**config.mk**
```make
export PLATFORM = sky130hd
export DESIGN_NAME = clk_div_ctrl
export DESIGN_NICKNAME = d
export VERILOG_FILES = /design/src/rtl/clk_div_pkg.sv /design/src/rtl/clk_div_core.sv /design/src/rtl/clk_div_ctrl.sv
export SDC_FILE = /design/constraint.sdc
export NUM_CORES = 1
export LEC_CHECK = 0
export CORE_MARGIN = 10
export CORE_UTILIZATION = 45
export CTS_CLUSTER_DIAMETER = 40
export DETAILED_ROUTE_END_ITERATION = 12
export GPL_TIMING_DRIVEN = 0
export PLACE_DENSITY_LB_ADDON = 0.05
export SETUP_SLACK_MARGIN = 0.1
export SYNTH_ARGS = -nofsm -noshare
export SYNTH_HDL_FRONTEND = slang
export SYNTH_SLANG_ARGS = --single-unit
```
**constraint.sdc**
```tcl
create_clock -name clk -period 6.4 [get_ports clk]
set_input_delay 1.92 -clock clk [delete_from_list [all_inputs] [get_ports clk]]
set_output_delay 1.92 -clock clk [all_outputs]
set_load 0.02 [all_outputs]
```
**src/rtl/clk_div_pkg.sv**
```systemverilog
// Shared types and defaults for the clk_div_ctrl slow-clock scheduler.
package clk_div_pkg;

    localparam int DEFAULT_CNT_W     = 8;
    localparam int DEFAULT_DIV_RATIO = 4;
    localparam int MIN_DIV           = 2;

    // STEP is only reachable when CLK_DIV_STEP_EN is defined.
    typedef enum logic [1:0] {
        STOP  = 2'd0,
        RUN   = 2'd1,
        DRAIN = 2'd2,
        STEP  = 2'd3
    } state_e;

endpackage

```
**src/rtl/clk_div_core.sv**
```systemverilog
// Period counter with registered div_clk/tick, both derived from the
// next counter value so they stay aligned with the count and glitch-free.
module clk_div_core
    import clk_div_pkg::*;
#(
    parameter int CNT_W = DEFAULT_CNT_W
) (
    input  logic             clk,
    input  logic             reset_n,
    input  logic             i_run,
    input  logic             i_run_nxt,
    input  logic [CNT_W-1:0] i_cur_div,
    input  logic [CNT_W-1:0] i_div_nxt,
    output logic             o_boundary,
    output logic             o_div_clk,
    output logic             o_tick
);

    logic [CNT_W-1:0] r_cnt;
    logic             r_div_clk;
    logic             r_tick;
    logic             w_at_end;
    logic [CNT_W-1:0] w_cnt_nxt;

    // Wrap at N-1; a fresh period (start or after a stop) always begins at 0.
    always_comb begin
        w_at_end  = (r_cnt == i_cur_div - CNT_W'(1));
        w_cnt_nxt = '0;
        if (i_run && i_run_nxt && !w_at_end) begin
            w_cnt_nxt = r_cnt + CNT_W'(1);
        end
    end

    // Counter and outputs; outputs use the ratio in effect for the next cycle.
    always_ff @(posedge clk or negedge reset_n) begin
        if (!reset_n) begin
            r_cnt     <= '0;
            r_div_clk <= 1'b0;
            r_tick    <= 1'b0;
        end else begin
            r_cnt     <= w_cnt_nxt;
            r_div_clk <= i_run_nxt && (w_cnt_nxt >= (i_div_nxt >> 1));
            r_tick    <= i_run_nxt && (w_cnt_nxt == i_div_nxt - CNT_W'(1));
        end
    end

    assign o_boundary = i_run && w_at_end;
    assign o_div_clk  = r_div_clk;
    assign o_tick     = r_tick;

endmodule

```
**src/rtl/clk_div_ctrl.sv**
```systemverilog
// Clock-enable / divided-clock scheduler: run FSM, config handshake and
// pending-ratio register. Ratio changes land only on period boundaries.
// Optional single-period step mode: define CLK_DIV_STEP_EN.
module clk_div_ctrl
    import clk_div_pkg::*;
#(
    parameter int CNT_W       = DEFAULT_CNT_W,
    parameter int DEFAULT_DIV = DEFAULT_DIV_RATIO
) (
    input  logic             clk,
    input  logic             reset_n,
    input  logic             en,
`ifdef CLK_DIV_STEP_EN
    input  logic             step,
`endif
    input  logic             cfg_valid,
    input  logic [CNT_W-1:0] cfg_div,
    output logic             cfg_ready,
    output logic             cfg_err,
    output logic             div_clk,
    output logic             tick,
    output logic             running,
    output logic [CNT_W-1:0] cur_div
);

    state_e           r_state;
    state_e           w_state_nxt;
    logic [CNT_W-1:0] r_cur_div;
    logic [CNT_W-1:0] r_pend_div;
    logic             r_pending;
    logic             r_cfg_err;

    logic             w_boundary;
    logic             w_run;
    logic             w_run_nxt;
    logic             w_accept;
    logic             w_bad;
    logic             w_apply;
    logic [CNT_W-1:0] w_div_nxt;

    // State register.
    always_ff @(posedge clk or negedge reset_n) begin
        if (!reset_n) begin
            r_state <= STOP;
        end else begin
            r_state <= w_state_nxt;
        end
    end

    // Next state: a started period always runs to its boundary.
    always_comb begin
        w_state_nxt = r_state;
        case (r_state)
            STOP: begin
                if (en) begin
                    w_state_nxt = RUN;
                end
`ifdef CLK_DIV_STEP_EN
                else if (step) begin
                    w_state_nxt = STEP;
                end
`endif
            end
            RUN: begin
                if (!en) begin
                    w_state_nxt = w_boundary ? STOP : DRAIN;
                end
            end
            DRAIN: begin
                if (en) begin
                    w_state_nxt = RUN;
                end else if (w_boundary) begin
                    w_state_nxt = STOP;
                end
            end
`ifdef CLK_DIV_STEP_EN
            STEP: begin
                if (w_boundary) begin
                    w_state_nxt = STOP;
                end
            end
`endif
            default: w_state_nxt = STOP;
        endcase
    end

    // Handshake decode; a pending ratio is applied when idle or on a boundary.
    always_comb begin
        w_run     = (r_state != STOP);
        w_run_nxt = (w_state_nxt != STOP);
        w_accept  = cfg_valid && !r_pending;
        w_bad     = (cfg_div < CNT_W'(MIN_DIV));
        w_apply   = r_pending && (!w_run || w_boundary);
        w_div_nxt = w_apply ? r_pend_div : r_cur_div;
    end

    // Config registers: pending slot, ratio in effect, reject pulse.
    always_ff @(posedge clk or negedge reset_n) begin
        if (!reset_n) begin
            r_cur_div  <= CNT_W'(DEFAULT_DIV);
            r_pend_div <= '0;
            r_pending  <= 1'b0;
            r_cfg_err  <= 1'b0;
        end else begin
            r_cfg_err <= w_accept && w_bad;
            if (w_apply) begin
                r_cur_div <= r_pend_div;
                r_pending <= 1'b0;
            end else if (w_accept && !w_bad) begin
                r_pend_div <= cfg_div;
                r_pending  <= 1'b1;
            end
        end
    end

    // Status outputs.
    always_comb begin
        running   = w_run;
        cfg_ready = !r_pending;
        cfg_err   = r_cfg_err;
        cur_div   = r_cur_div;
    end

    clk_div_core #(
        .CNT_W (CNT_W)
    ) u_core (
        .clk        (clk),
        .reset_n    (reset_n),
        .i_run      (w_run),
        .i_run_nxt  (w_run_nxt),
        .i_cur_div  (r_cur_div),
        .i_div_nxt  (w_div_nxt),
        .o_boundary (w_boundary),
        .o_div_clk  (div_clk),
        .o_tick     (tick)
    );

endmodule

```
==> qor.csv <==
stage;metric;value;unit
run_status;status;complete, no violations;
floorplanning;core.rowCount;23;
timing;rsz0062_at_grt;false;
place;portBuffers;24;
cells_and_area;final_nets;248;
cts;cts.sinks;30;
timing;tightest_slew;0.920;ns
worst_setup_path;rr_worst_depth;18;
drt;routed.top_layer;met4;
grt;grt_pass1_vias;1547;
synthesis;synthAdderAreaFrac;6.86;%
power_and_ir_drop;powerDensity;480;nW/um^2
timing;min_period;4.09;ns
min_path;hp-class;flop to flop;
synthesis;synth_most_common_cell;dfrtp_1;
floorplanning;start_util;47.9;%
drt;vias;1474;
synthesis;synth_top_area_share;36.8;%
synthesis;yosysTopAreaCell;dfrtp_1;
worst_setup_path;path_max_fanout;10;
synthesis;synth_top_family_by_area;simple AND/OR/NAND/NOR gates;
cts;insertion_delay;0.28;ns
floorplanning;die_h;86.2;um
grt;grt_max_degree;31;
drt;wl_met1;2040;um
grt;grt_pass1_wl;7240;um
synthesis;seq_area_frac_synth;38.2;%
synthesis;synth_cell_type_count;44;
worst_setup_path;cp_slowest_cell;dfrtp_1;
floorplanning;coreArea;4120;sq um
timing;hold_violations;0;
drt;drt_iter0_drc;64;
drt;routed-wl-met2;2050;um
worst_setup_path;cp.depth;18;
worst_setup_path;cp_top_family;simple AND/OR/NAND/NOR gates;
synthesis;synth_xor_area_share;14.0;%
cts;cts_setup_buffers;0;
worst_setup_path;critPathLaunch;cur_div[0]$_DFF_PN0_;
worst_setup_path;cp_num_buf_inv;4;
place;place_area;2270;sq um
worst_setup_path;crit_type;flop to flop;
drt;drt-total-wl;4340;um
worst_setup_path;slowest_delay;0.42;ns
worst_setup_path;crit_chain;inv_1 -> ha_1 -> nor3b_1 -> xnor2_1 -> nand4_2 -> o41ai_2 -> buf_6 -> buf_2 -> nor2_1 -> a21oi_1 -> ha_1 -> inv_1 -> nor3_1 -> mux2i_1 -> xnor2_1 -> o22ai_1 -> mux2_4 -> nor4_2;
worst_setup_path;crit_arrival;4.27;ns
drt;wl_per_cell;15.8;um
job;maxCapViolations;0;
synthesis;synth_nets;217;
drt;routed-wl-met3;188;um
grt;grt-ovfl-total;0;
synthesis;synth_common_cells;dfrtp_1, nor2_1, inv_1;
synthesis;synth_area;1970;sq um
synthesis;synthArstFlopShare;100;%
drt;dr.pass1.iters;4;
place;dp_cells;269;
drt;drcViolationCount;0;
worst_setup_path;r2r-end;u_core.o_tick$_DFF_PN0_;
timing;fin_crit_sh;63.9;%
cells_and_area;drive_gt1_share;15.1;%
drt;ant_nets;0;
cts;clkTransAtPathRegs;0.06;ns
timing;skew;0.00430;ns
synthesis;synth_seq_cells;30;
cts;root_buffer;clkbuf_8;
power_and_ir_drop;p_leak;0.00102;uW
timing;max_freq;0.245;GHz
synthesis;yosys.area_share.simple;17.3;%
timing;finalSetupViolCount;0;
cells_and_area;synthToLayoutAreaGrowth;19.3;%
cells_and_area;finalNonFillerCells;275;
min_path;min-delay-start;r_pending$_DFFE_PN0P_;
cts;numCtsBuffers;5;
timing;slew_violations;0;
cts;cts_hold_buffers;0;
drt;via_per_inst;5.36;
power_and_ir_drop;ir_drop;0.220;mV
cells_and_area;fillers;365;
synthesis;synth_compound_area_share;8.07;%
worst_setup_path;end_kind;flop;
synthesis;synth_edf_count;0;
cts;clockBufferDepth;2;
timing;tns;0;ns
cells_and_area;stdcell_area;2350;sq um
worst_setup_path;start_kind;flop;
cells_and_area;diodes;0;
worst_setup_path;regToRegSetupSlack;2.31;ns
place;hpwl;3450;um
synthesis;yosysWarnings;0;
synthesis;ys.flop_type;dfrtp_1;
synthesis;synth_area_leaders;dfrtp_1, ha_1, xnor2_1, xor2_1, mux2_2;
worst_setup_path;worstPathRequired;6.58;ns
cts;cts_tree;built;
place;gp_congestion;0.818;
floorplanning;die_area;7420;sq um
worst_setup_path;r2r-start;cur_div[0]$_DFF_PN0_;
cts;h-tree-depth;2;
synthesis;synthMuxAreaShare;11.1;%
grt;grt_use_total;12.3;%
synthesis;synthCells;195;
power_and_ir_drop;finalPower;1130;uW
synthesis;synth.avg_cell_area;10.1;sq um
timing;fin_hold_ws;0.508;ns
floorplanning;io_pins;25;
min_path;hold_end;r_pending$_DFFE_PN0P_;
cts;cts_resized;0;
timing;max_slew_margin;38.6;%
grt;antenna_found_initial;0;
floorplanning;die_w;86.2;um
min_path;hold_depth;1;
## worst reg2reg max path, cell delays in order, from the launching register on
cell and delay [ns]:
dfrtp_1 0.42, inv_1 0.10, ha_1 0.21, nor3b_1 0.25, xnor2_1 0.16, nand4_2 0.18
o41ai_2 0.42, buf_6 0.23, buf_2 0.23, nor2_1 0.06, a21oi_1 0.25, ha_1 0.24
inv_1 0.07, nor3_1 0.19, mux2i_1 0.12, xnor2_1 0.18, o22ai_1 0.11, mux2_4 0.27
nor4_2 0.28
## logic make-up after synthesis
| kind of cell | after synthesis |
|---|---|
| fa+ha+maj | 11 |
| flops | 30 |
| compound gates | 21 |
| xor+xnor | 29 |
| mux | 19 |
| buf+inv | 19 |
| simple gates | 66 |
## layout by cell type (no fill, tap or decap), drive strengths merged, types with 3 or more instances in the layout
| cell | netlist | layout |
|---|---|---|
| nor3 | 9 | 9 |
| mux2 | 11 | 11 |
| clkdlybuf4s50 | 0 | 23 |
| nor2b | 3 | 3 |
| clkbuf | 0 | 6 |
| nand3 | 5 | 5 |
| dfrtp | 29 | 29 |
| inv | 16 | 16 |
| nand2 | 12 | 12 |
| mux2i | 8 | 8 |
| nand4 | 4 | 4 |
| o21ai | 4 | 4 |
| buf | 3 | 4 |
| nor2 | 21 | 21 |
| a21oi | 5 | 5 |
| ha | 10 | 10 |
| xor2 | 13 | 13 |
| xnor2 | 16 | 16 |
## cell type report
type	count	area [sq um]	share of cell area, %
Inverter	16	60.1	2.56
Buffer	3	27.5	1.17
Sequential cell	30	752	32.0
Tap cell	50	62.6	2.66
Multi-Input combinational cell	146	1130	48.1
Timing Repair Buffer	24	235	10.0
Clock buffer	6	82.6	3.51
## metal layers
| metal | up-vias | global-route usage (%) |
|---|---|---|
| met5 | - | 0 |
| met4 | 0 | 5.09 |
| met3 | 7 | 3.88 |
| met2 | 27 | 19.9 |
| met1 | 708 | 14.6 |
| li1 | 732 | - |
## power by group
part | switching [uW] | internal [uW] | total, uW
Combinational | 338 | 305 | 643
Clock | 65.9 | 82.7 | 149
Sequential | 81.7 | 255 | 336
## flip-flops by register name, indices dropped and copies added (netlist names)
signal and cells:
r_pend_div 8, u_core.r_cnt 8, r_state 2, cur_div 8, u_core.o_tick 1, u_core.o_div_clk 1
r_pending 1, cfg_err 1
## stage by stage
step,setup slack (ns),util (%)
5_1_grt,1.94,57.1
2_1_floorplan,2.71,-
3_3_place_gp,2.43,55.2
4_1_cts,2.34,57.2
3_5_place_dp,2.37,55.2
6_report,2.31,57.1
## how the worst max path moves through the flow
stage | to | slack, ns
3_3_place_gp | u_core.o_div_clk$_DFF_PN0_ | 2.43
6_report | u_core.o_tick$_DFF_PN0_ | 2.31
2_1_floorplan | u_core.o_tick$_DFF_PN0_ | 2.71
5_1_grt | u_core.o_div_clk$_DFF_PN0_ | 1.94
4_1_cts | u_core.o_tick$_DFF_PN0_ | 2.34
3_5_place_dp | u_core.o_div_clk$_DFF_PN0_ | 2.37
(Power assumes the default switching activity.)
